$ cat src/rtl/phase_sequencer.sv
// phase_sequencer: multi-cycle core controller that walks an instruction through
// fetch, decode, execute, memory and writeback. It holds a phase while that
// stage stalls, supports run/halt and flush restart, and keeps cycle and
// retired-instruction counters plus a sticky stall-timeout flag.
module phase_sequencer #(
   parameter int CNT_WIDTH     = 32,
   parameter int STALL_TIMEOUT = 16
) (
   input  logic                 clk,
   input  logic                 rst,
   input  logic                 run,
   input  logic                 flush,
   input  logic                 stall_fetch,
   input  logic                 stall_decode,
   input  logic                 stall_execute,
   input  logic                 stall_memory,
   input  logic                 stall_writeback,
   output logic                 phase_fetch,
   output logic                 phase_decode,
   output logic                 phase_execute,
   output logic                 phase_memory,
   output logic                 phase_writeback,
   output logic                 busy,
   output logic [CNT_WIDTH-1:0] cycle,
   output logic [CNT_WIDTH-1:0] instret,
   output logic                 timeout_err
);

   localparam int SW = $clog2(STALL_TIMEOUT + 1);
   localparam logic [SW-1:0]        STALL_MAX = SW'(STALL_TIMEOUT);
   localparam logic [SW-1:0]        STALL_ONE = SW'(1);
   localparam logic [CNT_WIDTH-1:0] CNT_ONE   = CNT_WIDTH'(1);

   typedef enum logic [2:0] {
      IDLE,
      FETCH,
      DECODE,
      EXECUTE,
      MEMORY,
      WRITEBACK
   } state_t;

   state_t        state;
   state_t        next_state;
   logic          cur_stall;
   logic          hold;
   logic          retire;
   logic [SW-1:0] stall_cnt;

   // Select the stall flag belonging to the phase we are currently in.
   always_comb begin
      cur_stall = 1'b0;
      case (state)
         FETCH:     cur_stall = stall_fetch;
         DECODE:    cur_stall = stall_decode;
         EXECUTE:   cur_stall = stall_execute;
         MEMORY:    cur_stall = stall_memory;
         WRITEBACK: cur_stall = stall_writeback;
         default:   cur_stall = 1'b0;
      endcase
   end

   // Next-state selection: flush beats stall, stall beats advancing.
   always_comb begin
      next_state = state;
      hold       = 1'b0;
      retire     = 1'b0;
      if (state == IDLE) begin
         next_state = run ? FETCH : IDLE;
      end else if (flush) begin
         next_state = run ? FETCH : IDLE;
      end else if (cur_stall) begin
         hold = 1'b1;
      end else begin
         case (state)
            FETCH:     next_state = DECODE;
            DECODE:    next_state = EXECUTE;
            EXECUTE:   next_state = MEMORY;
            MEMORY:    next_state = WRITEBACK;
            WRITEBACK: begin
               retire     = 1'b1;
               next_state = run ? FETCH : IDLE;
            end
            default:   next_state = IDLE;
         endcase
      end
   end

   // State, registered phase enables, counters and the stall watchdog.
   always_ff @(posedge clk or posedge rst) begin
      if (rst) begin
         state           <= IDLE;
         phase_fetch     <= 1'b0;
         phase_decode    <= 1'b0;
         phase_execute   <= 1'b0;
         phase_memory    <= 1'b0;
         phase_writeback <= 1'b0;
         busy            <= 1'b0;
         cycle           <= '0;
         instret         <= '0;
         timeout_err     <= 1'b0;
         stall_cnt       <= '0;
      end else begin
         state           <= next_state;
         phase_fetch     <= (next_state == FETCH);
         phase_decode    <= (next_state == DECODE);
         phase_execute   <= (next_state == EXECUTE);
         phase_memory    <= (next_state == MEMORY);
         phase_writeback <= (next_state == WRITEBACK);
         busy            <= (next_state != IDLE);
         if (state != IDLE) begin
            cycle <= cycle + CNT_ONE;
         end
         if (retire) begin
            instret <= instret + CNT_ONE;
         end
         if (hold) begin
            if (stall_cnt != STALL_MAX) begin
               stall_cnt <= stall_cnt + STALL_ONE;
            end
            if (stall_cnt == STALL_MAX - STALL_ONE) begin
               timeout_err <= 1'b1;
            end
         end else begin
            stall_cnt <= '0;
         end
      end
   end

endmodule

$ cat config.mk
export PLATFORM = sky130hd
export DESIGN_NAME = phase_sequencer
export DESIGN_NICKNAME = d
export VERILOG_FILES = /design/src/rtl/phase_sequencer.sv
export SDC_FILE = /design/constraint.sdc
export NUM_CORES = 1
export LEC_CHECK = 0
export CAP_MARGIN = 20
export CORE_MARGIN = 8
export CORE_UTILIZATION = 46
export DETAILED_ROUTE_END_ITERATION = 8
export HOLD_SLACK_MARGIN = 0.05
export PLACE_DENSITY = 0.81
export SYNTH_ARGS = -nofsm -noshare
export SYNTH_HDL_FRONTEND = slang
export SYNTH_SLANG_ARGS = --single-unit
$ cat constraint.sdc
create_clock -name clk -period 2.4 [get_ports clk]
set_input_delay 0.24 -clock clk [delete_from_list [all_inputs] [get_ports clk]]
set_output_delay 0.24 -clock clk [all_outputs]
set_load 0.05 [all_outputs]
======== Word-level counts from Yosys, hierarchy flattened ========
Cells that the tools add are included.
word-level totals
  output and inout bits ................... 71
  logic and storage cells ................. 46
  register bits after elaboration ......... 79
  input bits .............................. 9
operators by class
  mux-type cells .......................... 15
  $add $sub $neg .......................... 3
  equality and inequality tests ........... 13
  reduce and logical (&&, ||, !) cells .... 4
operator list
  operator                                                                count
  32-bit by 1-bit adder with 32-bit output (second input constant)        2
  3-bit case mux with 5 select lines                                      1
  3-bit by 2-bit equality test with 1-bit output (second input constant)  4
  3-bit equality test (second input constant)                             4
  5-bit two-way mux                                                       2
  3-bit two-way mux                                                       3
  1-bit two-way mux                                                       8
  3-bit by 1-bit equality test with 1-bit output (second input constant)  2
  3-bit nonzero test                                                      2
  5-bit by 1-bit adder with 5-bit output (second input constant)          1
  5-bit by 4-bit equality test with 1-bit output (second input constant)  1
  5-bit != test (second input constant)                                   1
  1-bit case mux with 5 select lines                                      1
  3-bit logical NOT                                                       1
  2-bit by 1-bit != test with 1-bit output (second input constant)        1
  2-bit AND reduction                                                     1

======== Depth between registers and ports, before layout ========
  word-level depth ........................ 6
  mapped depth ............................ 6
  mapped depth without buffers ............ 6

======== Worst setup path after synthesis ========
Ideal clock, no wire load.
  path type ............................... reg2reg
  from .................................... reg instret[0]
  to ...................................... reg instret[28]
  data required time ...................... 2.259 ns
  period minus slack after synthesis ...... 1.910 ns
  stages on the path, launching flop included .. 7
  arrival time ............................ 1.769 ns
  library setup time ...................... 0.141 ns
  buffers on the path ..................... 1
  path slack .............................. 0.490 ns
  cells stage by stage .................... dfrtp_1 ha_1 and4_1 and4b_1 buf_2 nand4_1 xnor2_1
between the ends
  longest elaborated chain between the ends .. 1
RTL lines
  item                                      line  text
  start, declared                           25    output logic [CNT_WIDTH-1:0] instret,
  start signal, assigned                    115   instret <= instret + CNT_ONE;
  32-bit by 1-bit adder with 32-bit output  115
No other way between the ends.
A chain may end at the register's enable or synchronous reset.

======== Worst setup path in the final report ========
  from .................................... reg state[2]
  to ...................................... reg instret[30]
between the ends
  longest elaborated chain between the ends .. 5
  elaborated cells between the ends (all ways) .. 11
  classes of those cells .................. eq/ne (5); mux (5); reduce/logical (1)
RTL lines
  item                                                                     line    text
  start, declared                                                          43      state_t state;
  start signal, assigned                                                   104     state <= next_state;
  3-bit equality test (tied with other cells)                              53, 75
  1-bit case mux with 5 select lines or 1-bit two-way mux (tied branches)  53, 75
  1-bit two-way mux                                                        72      end else if (cur_stall) begin
  1-bit two-way mux                                                        70      end else if (flush) begin
  1-bit two-way mux *                                                      68      if (state == IDLE) begin
Every way passes the cells marked *; elsewhere a longest branch is shown, timed or not.

==> flow_summary_export.csv <==
group,metric,value,unit
outcome,outcome,"finished clean",
logic_synthesis,synth_nets,342,
floorplanning,die_h,106,um
sta,final-hold-violation-count,0,
floorplanning,rows,33,
sta,whs,0.182,ns
sta,rsz0062_at_grt,"no",
pwr,switching_share,32.3,%
final_layout,multi_input_area,1690,um2
setup_path,cp.arrival,2.18,ns
setup_path,crit_chain,"nand4bb_1, and4b_1, nand4_1, xnor2_1",
global_routing,antenna_found_initial,0,
placed_design,dpl.cell_count,508,
hold_path,min_path_type,"in2async",
cts,cts_setup_buffers,0,
global_routing,grt_usage,14.8,%
setup_path,slowest_delay,0.65,ns
logic_synthesis,yosysWarnings,0,
cts,cts.sinks,79,
cts,clockBufferDepth,2,
floorplanning,die_x,106,um
pwr,ir_drop,0.401,mV
setup_path,worstSetupEndpointType,"flip-flop",
setup_path,rr_startpoint,"state[2]",
final_layout,final_cells,524,
setup_path,crit_type,"reg2reg",
sta,tightest_slew,0.552,ns
logic_synthesis,synth_area,3760,um2
logic_synthesis,syn_inst,328,
logic_synthesis,async_flop_share,100,%
sta,period_needed,1.95,ns
cts,ctsResizeCount,0,
global_routing,grt-ovfl-total,0,
pwr,p_int,2.30,mW
sta,fin_skew,0.0159,ns
cts,hold_buffers,0,
logic_synthesis,synth.yosys.seq_area_share,52.5,%
final_layout,fin_nets,428,
logic_synthesis,syn_avg_cell_area,11.5,um2
sta,slew_headroom,62.9,%
cts,cts_buffers,9,
pwr,total_power,3.40,mW
final_layout,regArea,1980,um2
floorplanning,core_area,8090,um2
cts,ctsRootBufferMaster,"clkbuf_8",
global_routing,grt_pass1_vias,2797,
cts,clk_pin_slew,0.09,ns
cts,cts_tree,"yes",
pwr,p_clk_share,32.6,%
drt,wl,8140,um
drt,drc,0,
final_layout,fillCellCount,659,
drt,drt_iter0_markers,130,
pwr,p_seq_share,45.3,%
placed_design,portBuffers,79,
setup_path,rr_endpoint,"instret[30]",
setup_path,crit_path_top_delay_cell,"dfrtp_1",
sta,fmax,0.513,GHz
logic_synthesis,ys_types,46,
sta,finalSetupTns,0,ns
pwr,power_density,692,nW/um2
setup_path,crit_fanout,13,
final_layout,final_util,60.7,%
logic_synthesis,synth-edff-count,0,
logic_synthesis,synth.ff_latch_count,79,
drt,drtAntennaViolNets,0,
cts,clock_latency,0.34,ns
placed_design,place.gp.congestion,0.841,
cts,h-tree-depth,3,
final_layout,drive_above_1_share,9.31,%
run,cap_viol_max_count,0,
setup_path,r2r_cells,4,
pwr,p_leak,2.06,nW
drt,drt-pass1-iter-count,4,
pwr,power_frac_comb,22.2,%
sta,slew_viol_final,0,
sta,finalCritPeriodShare,81.3,%
drt,via_count,2830,
sta,setup_violations,0,
global_routing,grt_first_pass_wirelength,13800,um
drt,viasPerCell,5.40,
setup_path,required,2.63,ns
final_layout,antenna_cells,0,
setup_path,critPathLaunchType,"flip-flop",
floorplanning,start_util,46.5,%
pwr,p_sw,1.10,mW
logic_synthesis,synthFlopType,"dfrtp_1",
global_routing,grt_max_degree,65,
placed_design,dp_hpwl,5970,um
final_layout,syn2layout_area_growth,30.6,%
drt,wl_per_cell,15.5,um
setup_path,regToRegSetupSlack,0.45,ns
floorplanning,io_pins,80,
floorplanning,dieArea,11300,um2
[metal layers]
metal / global-route usage, % / routed length (um) / vias to the layer above
met5: 0 / 0 / -
met3: 4.84 / 563 / 5
li1: - / - / 1340
met2: 23.8 / 3810 / 89
met1: 19.1 / 3720 / 1396
met4: 2.71 / 44 / 0
[final cells by class]
class / instances / area share [%]
multi-input cells: 228 / 34.5
well taps: 105 / 2.67
clock inverters: 6 / 1.86
repair buffers: 83 / 17.0
clock buffers: 10 / 2.80
flip-flops and latches: 79 / 40.2
inverters: 13 / 0.993
[Yosys cell counts, types with 7 or more instances]
cell type / number / area (um2)
a21oi_1: 9 / 45.0
xnor2_1: 56 / 490
nor2_1: 10 / 37.5
nor3_1: 7 / 35.0
nand3_1: 27 / 135
and4_1: 8 / 70.1
xor2_1: 9 / 78.8
inv_1: 12 / 45.0
dfrtp_1: 79 / 1980
and3_1: 12 / 75.1
nand2_1: 18 / 67.6
nand4_1: 24 / 150
[state kept, by name (all words and copies together), names as in the netlist]
| register | flops |
|---|---|
| phase_writeback | 1 |
| phase_memory | 1 |
| cycle | 32 |
| phase_decode | 1 |
| timeout_err | 1 |
| phase_execute | 1 |
| phase_fetch | 1 |
| stall_cnt | 5 |
| state | 3 |
| instret | 32 |
| busy | 1 |
[layout by cell type (no fill, tap or decap), types with 2 or more instances in the layout]
cell type and instances:
nor2b_1 3, and4_1 8, nand2_1 18, nand3_1 27
inv_1 11, dfrtp_1 79, nor4_4 4, clkbuf_8 10
a21oi_1 9, nand4_1 24, xor2_1 9, nand2b_1 3
clkinvlp_4 3, nand3b_1 2, clkdlybuf4s50_1 79, buf_4 3
nor2_1 10, xnor2_1 56, and3_1 12, o31ai_2 2
ha_1 5, mux2_2 2, inv_2 2, and2_1 4
mux2i_1 2, nor3_1 7, bufinv_16 2, nor4_1 2
[power by group through the flow]
stage	sequential (mW)	clock [mW]	combinational [mW]
final	1.54	1.11	0.754
after global routing	1.56	1.19	0.798
after CTS	1.54	1.13	0.764
after detailed placement	1.57	0	0.761
after global placement	1.56	0	0.750
after floorplan	1.80	0	0.277
[cells by family (layout without fill, tap and decap cells)]
family / Yosys count / after routing / share of synthesized area [%]
muxes: 4 / 4 / 1.13
AOI/OAI and AO/OA: 21 / 21 / 4.79
adders and majority gates: 5 / 5 / 1.66
and+or+nand+nor: 133 / 133 / 22.3
buffers and inverters: 21 / 112 / 2.43
xor gates and xnor gates: 65 / 65 / 15.1
DFF: 79 / 79 / 52.5
[critical path: cells and delay by family (launching register included)]
family | cells | cell delay [ns]
XOR/XNOR | 1 | 0.16
flip-flops | 1 | 0.65
AND/OR/NAND/NOR | 3 | 1.03
[stage by stage]
step / setup WS (ns) / area, um2
6_report: 0.450 / 4910
2_1_floorplan: 0.137 / 3760
3_3_place_gp: 0.406 / 4680
3_5_place_dp: 0.342 / 4680
4_1_cts: 0.462 / 4910
5_1_grt: 0.303 / 4910
[how the worst max path moves through the flow]
stage | from | end
4_1_cts | instret[9] | instret[9]
3_3_place_gp | stall_writeback | instret[22]
3_5_place_dp | stall_writeback | instret[30]
5_1_grt | state[2] | instret[30]
6_report | state[2] | instret[30]
2_1_floorplan | rst | busy
Note: power is estimated with default switching activity, not from simulation.
